--- src/rtl/ins_encoder.sv ---
// Instruction encoder: turns decoded request fields into 32-bit MIPS-style words and
// queues them in a 4-entry FIFO with a running program counter for the head word.
// Optional build macro INS_ENC_LOADUSE_NOP_EN adds load-use tracking that inserts a nop
// between a lw and a following word that reads the loaded register.
module ins_encoder (
  input  logic        clk,
  input  logic        rst_n,
  input  logic        in_valid,
  output logic        in_ready,
  input  logic [3:0]  in_kind,
  input  logic [4:0]  in_rs,
  input  logic [4:0]  in_rt,
  input  logic [4:0]  in_rd,
  input  logic [15:0] in_imm,
  input  logic [25:0] in_target,
  output logic        out_valid,
  input  logic        out_ready,
  output logic [31:0] out_ins,
  output logic [31:0] out_pc,
  output logic [2:0]  out_level,
  output logic        err_illegal
);

  localparam int unsigned Depth = 4;
  localparam logic [31:0] PcReset = 32'h0000_3000;

  logic [31:0] mem_q [Depth];
  logic [1:0]  rd_ptr_q, rd_ptr_d;
  logic [1:0]  wr_ptr_q, wr_ptr_d;
  logic [2:0]  count_q, count_d;
  logic [31:0] pc_q, pc_d;
  logic        err_q;

  logic [31:0] enc_word;
  logic        legal;
  logic        accept;
  logic        push_ok;
  logic        pop;
  logic [1:0]  push_n;
  logic [31:0] word0;
  logic [31:0] word1;
  logic [1:0]  wr_ptr_p1;

  // Encode the requested kind; fields not used by the kind are simply not referenced.
  always_comb begin
    enc_word = 32'h0;
    legal    = 1'b1;
    case (in_kind)
      4'd0:    enc_word = {6'h00, in_rs, in_rt, in_rd, 5'h00, 6'h20};
      4'd1:    enc_word = {6'h00, in_rs, in_rt, in_rd, 5'h00, 6'h22};
      4'd2:    enc_word = {6'h00, in_rs, 15'h0, 6'h08};
      4'd3:    enc_word = {6'h0D, in_rs, in_rt, in_imm};
      4'd4:    enc_word = {6'h23, in_rs, in_rt, in_imm};
      4'd5:    enc_word = {6'h2B, in_rs, in_rt, in_imm};
      4'd6:    enc_word = {6'h04, in_rs, in_rt, in_imm};
      4'd7:    enc_word = {6'h0F, 5'h00, in_rt, in_imm};
      4'd8:    enc_word = {6'h03, in_target};
      4'd9:    enc_word = 32'h0;
      default: legal = 1'b0;
    endcase
  end

  assign accept    = in_valid && in_ready;
  assign push_ok   = accept && legal;
  assign pop       = out_valid && out_ready;
  assign wr_ptr_p1 = wr_ptr_q + 2'd1;

`ifdef INS_ENC_LOADUSE_NOP_EN
  logic       flag_q;
  logic [4:0] flag_rt_q;
  logic       reads_rs;
  logic       reads_rt;
  logic       hazard;

  // Which register fields the incoming kind actually reads.
  always_comb begin
    reads_rs = 1'b0;
    reads_rt = 1'b0;
    case (in_kind)
      4'd0, 4'd1, 4'd5, 4'd6: begin
        reads_rs = 1'b1;
        reads_rt = 1'b1;
      end
      4'd2, 4'd3, 4'd4: reads_rs = 1'b1;
      default: ;
    endcase
  end

  assign hazard   = flag_q && ((reads_rs && (in_rs == flag_rt_q)) ||
                               (reads_rt && (in_rt == flag_rt_q)));
  // Two free slots are kept so a nop plus the word always fit.
  assign in_ready = (count_q <= 3'd2);
  assign push_n   = !push_ok ? 2'd0 : (hazard ? 2'd2 : 2'd1);
  assign word0    = hazard ? 32'h0 : enc_word;
  assign word1    = enc_word;

  // Track the last pushed word: flagged only when it is a lw with a nonzero rt.
  always_ff @(posedge clk or negedge rst_n) begin
    if (!rst_n) begin
      flag_q    <= 1'b0;
      flag_rt_q <= 5'h0;
    end else if (push_ok) begin
      flag_q    <= (in_kind == 4'd4) && (in_rt != 5'h0);
      flag_rt_q <= in_rt;
    end
  end
`else
  assign in_ready = (count_q < 3'd4);
  assign push_n   = push_ok ? 2'd1 : 2'd0;
  assign word0    = enc_word;
  assign word1    = enc_word;
`endif

  // Next-state for pointers, occupancy and pc; pc advances only when a word leaves.
  always_comb begin
    rd_ptr_d = rd_ptr_q;
    wr_ptr_d = wr_ptr_q + push_n;
    count_d  = count_q + {1'b0, push_n} - {2'b00, pop};
    pc_d     = pc_q;
    if (pop) begin
      rd_ptr_d = rd_ptr_q + 2'd1;
      pc_d     = pc_q + 32'd4;
    end
  end

  // FIFO storage, pointers, pc and the illegal-kind pulse.
  always_ff @(posedge clk or negedge rst_n) begin
    if (!rst_n) begin
      for (int i = 0; i < Depth; i++) mem_q[i] <= 32'h0;
      rd_ptr_q <= 2'd0;
      wr_ptr_q <= 2'd0;
      count_q  <= 3'd0;
      pc_q     <= PcReset;
      err_q    <= 1'b0;
    end else begin
      if (push_n != 2'd0) mem_q[wr_ptr_q] <= word0;
      if (push_n == 2'd2) mem_q[wr_ptr_p1] <= word1;
      rd_ptr_q <= rd_ptr_d;
      wr_ptr_q <= wr_ptr_d;
      count_q  <= count_d;
      pc_q     <= pc_d;
      err_q    <= accept && !legal;
    end
  end

  assign out_valid   = (count_q != 3'd0);
  assign out_ins     = out_valid ? mem_q[rd_ptr_q] : 32'h0;
  assign out_pc      = pc_q;
  assign out_level   = count_q;
  assign err_illegal = err_q;

endmodule

--- config.mk ---
export PLATFORM = sky130hd
export DESIGN_NAME = ins_encoder
export DESIGN_NICKNAME = d
export VERILOG_FILES = /design/src/rtl/ins_encoder.sv
export SDC_FILE = /design/constraint.sdc
export NUM_CORES = 1
export LEC_CHECK = 0
export BUFFER_PORTS_ARGS = -buffer_cell sky130_fd_sc_hd__buf_2
export CAP_MARGIN = 5
export CORE_UTILIZATION = 45
export CTS_BUF_LIST = sky130_fd_sc_hd__clkbuf_4
export CTS_CLUSTER_DIAMETER = 80
export CTS_CLUSTER_SIZE = 40
export DETAILED_ROUTE_END_ITERATION = 16
export HOLD_SLACK_MARGIN = 0.08
export PLACE_DENSITY_LB_ADDON = 0.05
export SLEW_MARGIN = 20
export SYNTH_ARGS = -nofsm -noshare
export SYNTH_HDL_FRONTEND = slang
export SYNTH_SLANG_ARGS = --single-unit
--- constraint.sdc ---
create_clock -name clk -period 2.7 [get_ports clk]
set_input_delay 0.135 -clock clk [delete_from_list [all_inputs] [get_ports clk]]
set_output_delay 0.135 -clock clk [all_outputs]
set_load 0.01 [all_outputs]
Yosys cells after proc, flatten, opt, wreduce, memory -nomap -nowiden
Cells that the tools add are included.
W data, S select, Z words.
Operators by class
  add/subtract/negate cells: 6
  order comparisons: 6
  equality and inequality tests: 10
  muxes and demuxes: 15
  bitwise gates (word level): 3
  reduce and logical (&&, ||, !) cells: 11
Operators by type and width (count)
  $pmux W32 S9: 1
  $bwmux W128: 2
  $mux W128: 2
  $mux W32: 5
  $demux W32 S2: 2
  $bmux W32 S2: 1
  $add A32 B3 Y32 const B: 1
  $eq A4 B3 Y1 const B: 4
  $reduce_or A10 Y1: 1
  $ge A3 B3 Y1 const B: 3
  $not A2 Y3: 3
  $eq A4 B2 Y1 const B: 2
  $eq A4 B4 Y1 const B: 2
  $logic_and A1 B1 Y1: 6
  $lt A3 B1 Y1 const B: 2
  $add A2 B1 Y2 const B: 2
  $eq A4 B1 Y1 const B: 1
  $logic_not A4 Y1: 1
  $add A3 B1 Y3: 1
  $lt A3 B3 Y1 const B: 1
  $reduce_bool A3 Y1: 1
  $sub A3 B1 Y3: 1
  $add A2 B1 Y2: 1
  $eq A1 B2 Y1 const B: 1
  3 further kinds: 4
Storage, ports and cells
  register bits after elaboration: 168
  bits of input ports: 65
  logic and storage cells: 60

Logic depth before layout (Yosys ltp)
Gate-level depths: netlist of the first run.
  word-level depth: 9
  mapped depth: 12
  gate-level depth less buffers: 10

Worst setup path before layout of the first run
No wires, ideal clock.
  kind: register to register
  start point: reg count_q[2] (netlist: out_level[2])
  end point: reg count_q[2] (netlist: out_level[2])
  arrival time: 2.130 ns
  data required time: 2.569 ns
  slack: 0.438 ns
  cell stages (with the launch flop): 10
  path buffers: 0
  period minus slack after synthesis: 2.262 ns
  cells stage by stage: dfrtp_1 > o31ai_4 > inv_2 > ha_1 > inv_1 > ha_1 > inv_1 > fa_1 > xnor2_1 > xnor2_1
On the way
  elaborated cells between the ends (all ways): 8
  classes of those cells: add/sub: 2; order compare: 1; mux: 1; reduce/logical: 4
RTL lines
  start: declaration: line 30  | logic [2:0] count_q, count_d;
  start signal: assignment: line 140  | count_q <= count_d;
  $reduce_bool A3 Y1: line 146  | assign out_valid = (count_q != 3'd0);
  $logic_and A1 B1 Y1: line 65  | assign pop = out_valid && out_ready;
  named net pop: line 38  | logic pop;
  $sub A3 B1 Y3: line 118  | count_d = count_q + {1'b0, push_n} - {2'b00, pop};
  named net count_d[2]: line 30
The timed path passes the listed nets, and every way through them passes these cells.
A chain may end at the register's enable or synchronous reset.

Final worst setup path of the first run
  start point: reg rd_ptr_q[0]
  end point: out out_ins[29]
On the way
  cells in the longest elaborated chain, start to end: 5
Ends and longest elaborated chain
  start: declaration: line 28  | logic [1:0] rd_ptr_q, rd_ptr_d;
  start signal: assignment: line 138  | rd_ptr_q <= rd_ptr_d;
  $not A2 Y3 (implied by the code): line 147  | assign out_ins = out_valid ? mem_q[rd_ptr_q] : 32'h0;
  $bmux W32 S2: line 147
  $mux W32 (implied by the code) (2 in series): line 147
  $mux W32: line 147
  end: declaration: line 18  | output logic [31:0] out_ins,
No other way between the ends. The select of a mux whose other input is x is not followed.

==> flow_summary.yaml, run 1 <==
sta:
  slew_viol_final: 0
  slew_headroom: 0.4801
  tightest_slew_ns: 0.7769
  rsz0062_at_grt: "false"
  setup_viol_count_final: 0
  final.setup.tns_ns: 0
  timing.final.crit_share: 0.9014
  fin_hold_ws_ns: 0.1151
  layout_min_cycle_time_ns: 2.434
  fmax_mhz: 410.9
  skew_ns: 0.01708
  hold_violations: 0
  setup_slack_ns: 0.2662
cts:
  max-clock-path-buffers: 2
  h-tree-depth: 4
  cts_root_buf: "clkbuf_4"
  cts_buffers: 17
  cts_tree: "built"
  postCtsSetupBuffers: 0
  cts_sinks: 162
  clock_latency_ns: 0.59
  clkSlewWorstSetupHoldPaths_ns: 0.14
global_routing:
  antenna_found_initial: 1
  grt_pass1_wl_um: 29620
  grt_overflow: 0
  grt_pass1_vias: 5826
  grt_start_max_net_pins: 71
  grtUsageTotal: 0.2317
drt:
  wl_per_cell_um: 16.59
  totalWireLength_um: 18330
  drcViolationCount: 0
  antenna_left: 0
  via_per_inst: 5.284
  first_pass_iters: 4
  drtIter0Drc: 395
  dr_total_vias: 5839
logic_synthesis:
  synth_top_family_by_area: "simple AND/OR/NAND/NOR gates"
  ys_seq_area_frac: 0.5445
  avgSynthCellArea_um2: 10.67
  async_flop_share: 1.000
  synth_top_flop_cell: "dfrtp_1"
  synth_seq_cells: 162
  synth-compound-area-share: 0.1302
  synth_xor_area_frac: 0.03997
  synth_cell_types: 40
  muxShareOfSynthArea: 0.09506
  ys_warn_count: 0
  synth_fa_ha_area_frac: 0.009405
  synth-edff-count: 0
  synthCells: 698
  synth_area_um2: 7450
  yosys.area_share.simple: 0.1460
floorplan:
  coreArea_um2: 16000
  die_w_um: 130.7
  rows: 46
  io_pins: 135
  initial_core_util: 0.4656
  die-area_um2: 17070
  die_h_um: 130.7
power:
  power_density_nw_per_um2: 938.8
  ir_drop_v: 0.0003816
  power_leakage_nw: 4.324
  power_w: 0.008687
finish:
  final_cell_mix: "159 x dfrtp_1, 142 x nand2_1, 130 x buf_2"
  fin_nets: 945
  utilization: 0.5784
  final_common_cell: "dfrtp_1"
  area_growth_pct: 24.22
  drive_above_1_share: 0.2613
  fillers: 1468
placed_design:
  portBuffers: 131
  place_ws_ns: 0.4110
  routabilityCongestion: 0.7711
  dp_hpwl_um: 12410
setup_path:
  rr_endpoint: "out_level[2]$_DFF_PN0_"
  ff2ff_path_depth: 9
  critical_path_class: "reg -> out"
  cp-end-kind: "output pin"
  worstPathMaxFanout: 16
  r2r_setup_slack_ns: 0.47
  crit_arrival_ns: 2.30
  crit_path_start_kind: "flop"
  crit_start: "rd_ptr_q[0]$_DFFE_PN0P_"
  worst_r2r_startpoint: "out_level[2]$_DFF_PN0_"
  required_ns: 2.57
outcome:
  status: "finished clean"
run:
  max-cap-violations: 0
worst_hold_path:
  hp-class: "in -> async"
## power breakdown
part,internal (W),switching [W]
combinational,0.00160,0.00158
clock,0.000668,0.000924
sequential,0.00329,0.000617
## per-layer routing
metal | GRT usage | part of all wire | up-vias
met4 | 0.06220 | 0.013 | 0
met3 | 0.05212 | 0.052 | 17
li1 | - | - | 2795
met5 | 0 | 0 | -
met1 | 0.3064 | 0.45 | 2859
met2 | 0.3859 | 0.49 | 168
## cells by family after synthesis
kind of cell               Yosys count
AOI/OAI and AO/OA                  170
xor gates and xnor gates            34
adders and majority gates            5
buffers and inverters               64
DFF                                162
muxes                               32
other                                1
and+or+nand+nor                    230
## state kept, by name, summed over array words and instances, names as in the netlist
name         count
wr_ptr_q         2
err_illegal      1
out_pc          30
rd_ptr_q         2
mem_q          124
out_level        3
## what timing repair did
| action | CTS | global route |
|---|---|---|
| hold endpoints to repair | 242 | 0 |
| resized for setup | 0 | 1 |
| endpoints found under the setup margin | 0 | 4 |
| hold buffers | 51 | 0 |
## worst max-delay path by stage
stage | cells after the start | slack (ns) | end
2_1_floorplan | 9 | 0.44 | out_level[2]$_DFF_PN0_
3_3_place_gp | 11 | 0.49 | out_level[2]$_DFF_PN0_
3_5_place_dp | 11 | 0.41 | out_level[2]$_DFF_PN0_
4_1_cts | 4 | 0.05 | out_ins[29]
5_1_grt | 4 | 0.11 | out_ins[29]
6_report | 4 | 0.27 | out_ins[29]
## final cells by class
| type | instances | area [um^2] | share of cell area |
|---|---|---|---|
| Sequential cell | 162 | 4060 | 0.4388 |
| Inverter | 16 | 60.06 | 0.006490 |
| Timing Repair Buffer | 204 | 1375 | 0.1486 |
| Antenna cell | 1 | 2.502 | 0.0002704 |
| Clock buffer | 17 | 127.6 | 0.01379 |
| Multi-Input combinational cell | 474 | 3166 | 0.3421 |
| Clock inverter | 15 | 192.7 | 0.02082 |
| Tap cell | 216 | 270.3 | 0.02920 |
## cell usage after synthesis, types with 3 or more instances
master    number  share of area
buf_4          3         0.0030
inv_1         14         0.0071
dfrtp_1      160           0.54
nand3_1       12         0.0081
a311oi_1       5         0.0059
nor3_1         6         0.0040
o21ai_0      126          0.085
nor2b_1       33          0.028
a222oi_1       5         0.0067
clkbuf_1      40          0.020
buf_2          4         0.0027
and3_1         5         0.0042
a21oi_1        9         0.0060
xnor2_1       27          0.032
mux4_2        31          0.094
xor2_1         7         0.0082
a22oi_1        8         0.0081
ha_1           4         0.0067
a31oi_1       11         0.0092
nand2_1      143          0.072
nor4_2         3         0.0050
nor2_1        10         0.0050
o311a_1        5         0.0067
nand4_1        7         0.0059
## metrics by stage
step,cell area (um^2),cells
after floorplan,7457,700
after global placement,8418,1021
after detailed placement,8418,1021
after CTS,9249,1104
after global routing,9254,1105
final,9254,1105
## worst max-delay path: stages, from the launching register on
cell     delay, ns
dfrtp_4       0.66
buf_12        0.23
mux4_2        0.52
nor2b_1       0.16
buf_2         0.15
No activity file was read; power rests on OpenSTA's default activity.
==> inputs of run 2 (changes only) <==
--- a/config.mk
+++ b/config.mk
@@ -7,7 +7,9 @@
 export LEC_CHECK = 0
 export BUFFER_PORTS_ARGS = -buffer_cell sky130_fd_sc_hd__buf_2
 export CAP_MARGIN = 5
-export CORE_UTILIZATION = 45
+export CELL_PAD_IN_SITES_DETAIL_PLACEMENT = 0
+export CELL_PAD_IN_SITES_GLOBAL_PLACEMENT = 2
+export CORE_UTILIZATION = 37
 export CTS_BUF_LIST = sky130_fd_sc_hd__clkbuf_4
 export CTS_CLUSTER_DIAMETER = 80
 export CTS_CLUSTER_SIZE = 40
==> flow_summary.yaml, run 2 (synthesis results as in run 1) <==
drt:
  antenna_left: 0
  totalWireLength_um: 19070
  top_layer: "met5"
  via_per_inst: 4.989
  drtIter0Drc: 331
  first_pass_iters: 5
  dr_wl_met2_um: 9185
  dr_wl_met3_um: 763
  dr_total_vias: 5732
  drcViolationCount: 0
  wl_per_cell_um: 16.60
  met1Wirelength_um: 8863
floorplan:
  die-area_um2: 20710
  coreArea_um2: 19590
  die_w_um: 143.9
  die_h_um: 143.9
  io_pins: 135
  rows: 51
  initial_core_util: 0.3803
setup_path:
  ff2ff_path_depth: 9
  critical-path-top-delay-family: "flip-flops"
  worstPathMaxFanout: 18
  path_buf_inv: 2
  slowest_stage: "dfrtp_2"
  worst_r2r_startpoint: "out_level[2]$_DFF_PN0_"
  cp_cell_sequence: "buf_12 -> mux4_2 -> nor2b_1 -> buf_2"
  crit_arrival_ns: 2.29
  cpPeakStageDelay_ns: 0.61
  critical_path_class: "reg -> out"
  cp-end-kind: "output pin"
  r2r_setup_slack_ns: 0.48
  required_ns: 2.57
  crit_path_start_kind: "flop"
  rr_endpoint: "out_level[2]$_DFF_PN0_"
global_routing:
  grt_pass1_wl_um: 30400
  antenna_found_initial: 2
  grtUsageTotal: 0.1951
  grt_start_max_net_pins: 81
  grt_pass1_vias: 5681
  grt_overflow: 0
cts:
  max-clock-path-buffers: 2
  clkSlewWorstSetupHoldPaths_ns: 0.13
  cts_tree: "built"
  clock_latency_ns: 0.54
  cts_buffers: 17
  h-tree-depth: 4
  postCtsSetupBuffers: 0
  cts_sinks: 162
  cts_root_buf: "clkbuf_4"
  postCtsResizedCells: 0
worst_hold_path:
  hp-start: "in_kind[1]"
  hp-class: "in -> reg"
  hold_end: "mem_q[92]$_DFFE_PN0P_"
  worstHoldPathCells: 4
finish:
  multiInputGateArea_um2: 3166
  area_growth_pct: 24.66
  drive_above_1_share: 0.2582
  final_cell_mix: "159 x dfrtp_1, 142 x nand2_1, 130 x buf_2"
  fin_nets: 940
  regMostFlops: "mem_q"
  final_common_cell: "dfrtp_1"
  fillers: 1890
  seqCellArea_um2: 4058
  largest_reg_flops: 124
sta:
  slew_viol_final: 0
  tightest_slew_ns: 0.7658
  skew_ns: 0.01923
  timing.final.crit_share: 0.8966
  fin_hold_ws_ns: 0.1595
  hold_violations: 0
  layout_min_cycle_time_ns: 2.421
  slew_headroom: 0.4895
  final.setup.tns_ns: 0
  rsz0062_at_grt: "false"
  setup_viol_count_final: 0
  fmax_mhz: 413.1
placed_design:
  dp_hpwl_um: 12390
  routabilityCongestion: 0.7401
  portBuffers: 131
outcome:
  status: "finished clean"
power:
  power_leakage_nw: 4.307
  ir_drop_v: 0.0003923
  power_density_nw_per_um2: 939.5
run:
  max-cap-violations: 0
==> run 2: routing by layer <==
metal,up-vias,global-route usage
li1,2789,-
met1,2804,0.2554
met2,124,0.3221
met3,13,0.04399
met4,2,0.05711
met5,-,0
==> run 2: cell type report <==
type,instances,area share
repair buffers,199,0.1446
multi-input cells,474,0.3409
flip-flops and latches,162,0.4369
inverters,16,0.006467
diodes,1,0.0002695
clock inverters,13,0.01981
well taps,265,0.03570
clock buffers,19,0.01536
==> run 2: how the worst max path moves through the flow <==
stage / start / end / cells after the start
5_1_grt: rd_ptr_q[0]$_DFFE_PN0P_ / out_ins[31] / 4
3_5_place_dp: out_level[2]$_DFF_PN0_ / out_level[2]$_DFF_PN0_ / 9
4_1_cts: rd_ptr_q[0]$_DFFE_PN0P_ / out_ins[31] / 4
2_1_floorplan: out_level[2]$_DFF_PN0_ / out_level[2]$_DFF_PN0_ / 9
3_3_place_gp: out_level[2]$_DFF_PN0_ / out_level[2]$_DFF_PN0_ / 9
6_report: rd_ptr_q[0]$_DFFE_PN0P_ / out_ins[31] / 4
==> run 2: repair_timing <==
item | CTS | global route
hold buffers | 48 | 0
endpoints found under the setup margin | 0 | 0
endpoints found under the hold margin | 190 | 0
==> run 2: report_power, final <==
part           total [W]  internal (W)  switching, W
combinational    0.00321       0.00159       0.00162
sequential       0.00389       0.00329      0.000602
clock            0.00162      0.000756      0.000868
total            0.00872       0.00563       0.00309
==> run 2: worst min-delay path, delay by kind of cell <==
kind | cells | cell delay [ns]
AOI/OAI and AO/OA | 1 | 0.08
buffers and inverters | 2 | 0.30
and+or+nand+nor | 1 | 0.14
==> run 2: metrics by stage <==
stage                     cell area (um^2)  total power [W]  utilization  instances  worst slack, ns
after CTS                             9284         0.008875       0.4739       1148           0.1671
final                                 9286         0.008725       0.4740       1149           0.2793
after floorplan                       7457         0.005904            -        700           0.4384
after global placement                8477         0.007038       0.4327       1068           0.5709
after detailed placement              8477         0.007162       0.4327       1068           0.5295
after global routing                  9286         0.009408       0.4740       1149          0.08281
==> inputs of run 3 (changes only) <==
--- a/config.mk
+++ b/config.mk
@@ -5,16 +5,19 @@
 export SDC_FILE = /design/constraint.sdc
 export NUM_CORES = 1
 export LEC_CHECK = 0
+export ABC_AREA = 1
 export BUFFER_PORTS_ARGS = -buffer_cell sky130_fd_sc_hd__buf_2
 export CAP_MARGIN = 5
 export CELL_PAD_IN_SITES_DETAIL_PLACEMENT = 0
 export CELL_PAD_IN_SITES_GLOBAL_PLACEMENT = 2
-export CORE_UTILIZATION = 37
+export CORE_UTILIZATION = 33
 export CTS_BUF_LIST = sky130_fd_sc_hd__clkbuf_4
 export CTS_CLUSTER_DIAMETER = 80
 export CTS_CLUSTER_SIZE = 40
 export DETAILED_ROUTE_END_ITERATION = 16
+export GPL_ROUTABILITY_DRIVEN = 0
 export HOLD_SLACK_MARGIN = 0.08
+export MAX_ROUTING_LAYER = met4
 export PLACE_DENSITY_LB_ADDON = 0.05
 export SLEW_MARGIN = 20
 export SYNTH_ARGS = -nofsm -noshare
==> flow_summary.yaml, run 3 <==
outcome:
  status: "finished clean"
drt:
  totalWireLength_um: 25340
  wl_per_cell_um: 15.76
  dr_total_vias: 7434
  first_pass_iters: 5
  drcViolationCount: 0
  antenna_left: 0
  via_per_inst: 4.623
  drtIter0Drc: 454
setup_path:
  worstPathMaxFanout: 31
  crit_arrival_ns: 2.30
  crit_path_start_kind: "flop"
  cp-end-kind: "output pin"
  critical_path_class: "reg -> out"
  required_ns: 2.57
sta:
  rsz0062_at_grt: "false"
  fmax_mhz: 411.2
  setup_viol_count_final: 0
  setup_slack_ns: 0.2682
  final.setup.tns_ns: 0
  skew_ns: 0.02894
  slew_headroom: 0.4887
  hold_violations: 0
  timing.final.crit_share: 0.9007
  tightest_slew_ns: 0.7658
  slew_viol_final: 0
  layout_min_cycle_time_ns: 2.432
power:
  ir_drop_v: 0.0003667
  power_w: 0.009450
  power_density_nw_per_um2: 930.5
  power_leakage_nw: 5.181
placed_design:
  portBuffers: 131
  place_area_um2: 9214
  place_ws_ns: 0.5166
  dp_hpwl_um: 16520
logic_synthesis:
  yosys.cell_count.top_type: "nand2_1"
  synth.area.top_cells: "dfrtp_1 49%, nand2_1 19%, o21ai_0 6.0%"
  synth_top_flop_cell: "dfrtp_1"
  avgSynthCellArea_um2: 7.556
  ys_warn_count: 0
  synthCells: 1087
  synth_area_um2: 8213
  ys_seq_area_frac: 0.4939
  synth-edff-count: 0
  synth_cell_types: 34
  synth_seq_cells: 162
  async_flop_share: 1.000
  synth_top_area_frac: 0.4875
  synth_top_area_cell: "dfrtp_1"
  synth_top_cells_by_count: "421 x nand2_1, 160 x dfrtp_1, 98 x o21ai_0, 87 x inv_1, 83 x a21oi_1"
cts:
  cts_sinks: 162
  cts_root_buf: "clkbuf_4"
  clkSlewWorstSetupHoldPaths_ns: 0.15
  cts_buffers: 17
  max-clock-path-buffers: 2
  h-tree-depth: 4
  cts_tree: "built"
  clock_latency_ns: 0.57
floorplan:
  rows: 57
  die_w_um: 159.8
  die_h_um: 159.8
  die-area_um2: 25520
  io_pins: 135
  initial_core_util: 0.3367
  coreArea_um2: 24390
global_routing:
  grt_pass1_wl_um: 41180
  grtUsageTotal: 0.2133
  grt_overflow: 0
  grt_start_max_net_pins: 64
  grt_pass1_vias: 7554
  antenna_found_initial: 1
finish:
  final_common_cell: "nand2_1"
  drive_above_1_share: 0.1606
  regMostFlops: "mem_q"
  fin_nets: 1341
  largest_reg_flops: 124
  final_cell_mix: "421 x nand2_1, 159 x dfrtp_1, 130 x buf_2"
  fillers: 2646
  stdcell_area_um2: 10160
  area_growth_pct: 23.66
worst_hold_path:
  hp-class: "in -> reg"
run:
  max-cap-violations: 0
[run 3: cell types whose count changed after synthesis, moves of 19 or more]
cell / previous run / this run
nand2_1: 143 / 421
mux4_2: 31 / 0
clkbuf_1: 40 / 17
xnor2_1: 27 / 7
buf_2: 4 / 23
nor2b_1: 33 / 0
a21oi_1: 9 / 83
o21ai_1: 0 / 22
inv_1: 14 / 87
nor2_1: 10 / 64
o21ai_0: 126 / 98
[run 3: final cells by class]
cell class	instances	area (um^2)	share of cell area
diodes	1	2.502	0.0002464
repair buffers	218	1510	0.1487
flip-flops and latches	162	4058	0.3995
inverters	95	356.6	0.03511
multi-input cells	777	3512	0.3458
well taps	324	405.4	0.03992
clock inverters	13	176.4	0.01737
clock buffers	18	135.1	0.01331
[run 3: kinds of logic after synthesis]
group,count (synthesis),share of synthesized area
xor+xnor,21,0.02240
fa+ha+maj,5,0.008532
simple gates,536,0.2623
flops,162,0.4939
other cells,1,0.0004566
buf+inv,150,0.07937
compound gates,212,0.1330
[run 3: worst paths after layout]
check,start,endpoint,slack [ns],cells past startpoint
worst max-delay path,rd_ptr_q[0]$_DFFE_PN0P_,out_ins[31],0.27,6
worst max register to register,out_level[2]$_DFF_PN0_,out_level[2]$_DFF_PN0_,0.50,11
max in group asynchronous,rst_n,rd_ptr_q[0]$_DFFE_PN0P_,2.16,3
worst min register to register,mem_q[21]$_DFFE_PN0P_,mem_q[21]$_DFFE_PN0P_,0.48,2
worst min-delay path,in_target[3],mem_q[99]$_DFFE_PN0P_,0.10,5
min in group asynchronous,rst_n,out_pc[13]$_DFFE_PN1P_,0.14,2
[run 3: where the power goes]
group | internal (W) | total, W | leakage (nW) | switching (W)
combinational | 0.00150 | 0.00395 | 2.91 | 0.00246
clock | 0.000668 | 0.00163 | 0.158 | 0.000960
sequential | 0.00334 | 0.00387 | 2.11 | 0.000528
total | 0.00551 | 0.00945 | 5.18 | 0.00394
[run 3: metal layers]
metal	global-route usage	vias to the layer above	wire length [um]
li1	-	3789	-
met1	0.2855	3524	12570
met2	0.3384	109	11700
met3	0.03429	12	816
met4	0.04851	0	262
met5	-	-	0
[run 3: repair_timing]
action,CTS,global route
endpoints found under the hold margin,291,0
resized for setup,0,0
hold buffers,61,0
buffers inserted,0,0
[run 3: worst max-delay path: stages, from the launching register on]
cell,delay [ns]
dfrtp_2,0.75
inv_2,0.07
buf_4,0.25
a21oi_1,0.17
o21ai_0,0.09
a21oi_1,0.23
buf_2,0.18
[run 3: through the flow]
stage,util,cells,hold WS [ns]
2_1_floorplan,-,1089,-0.1606
3_3_place_gp,0.3778,1515,0.1184
3_5_place_dp,0.3778,1515,0.1215
4_1_cts,0.4163,1607,0.08533
5_1_grt,0.4164,1608,0.08758
6_report,0.4164,1608,0.1032
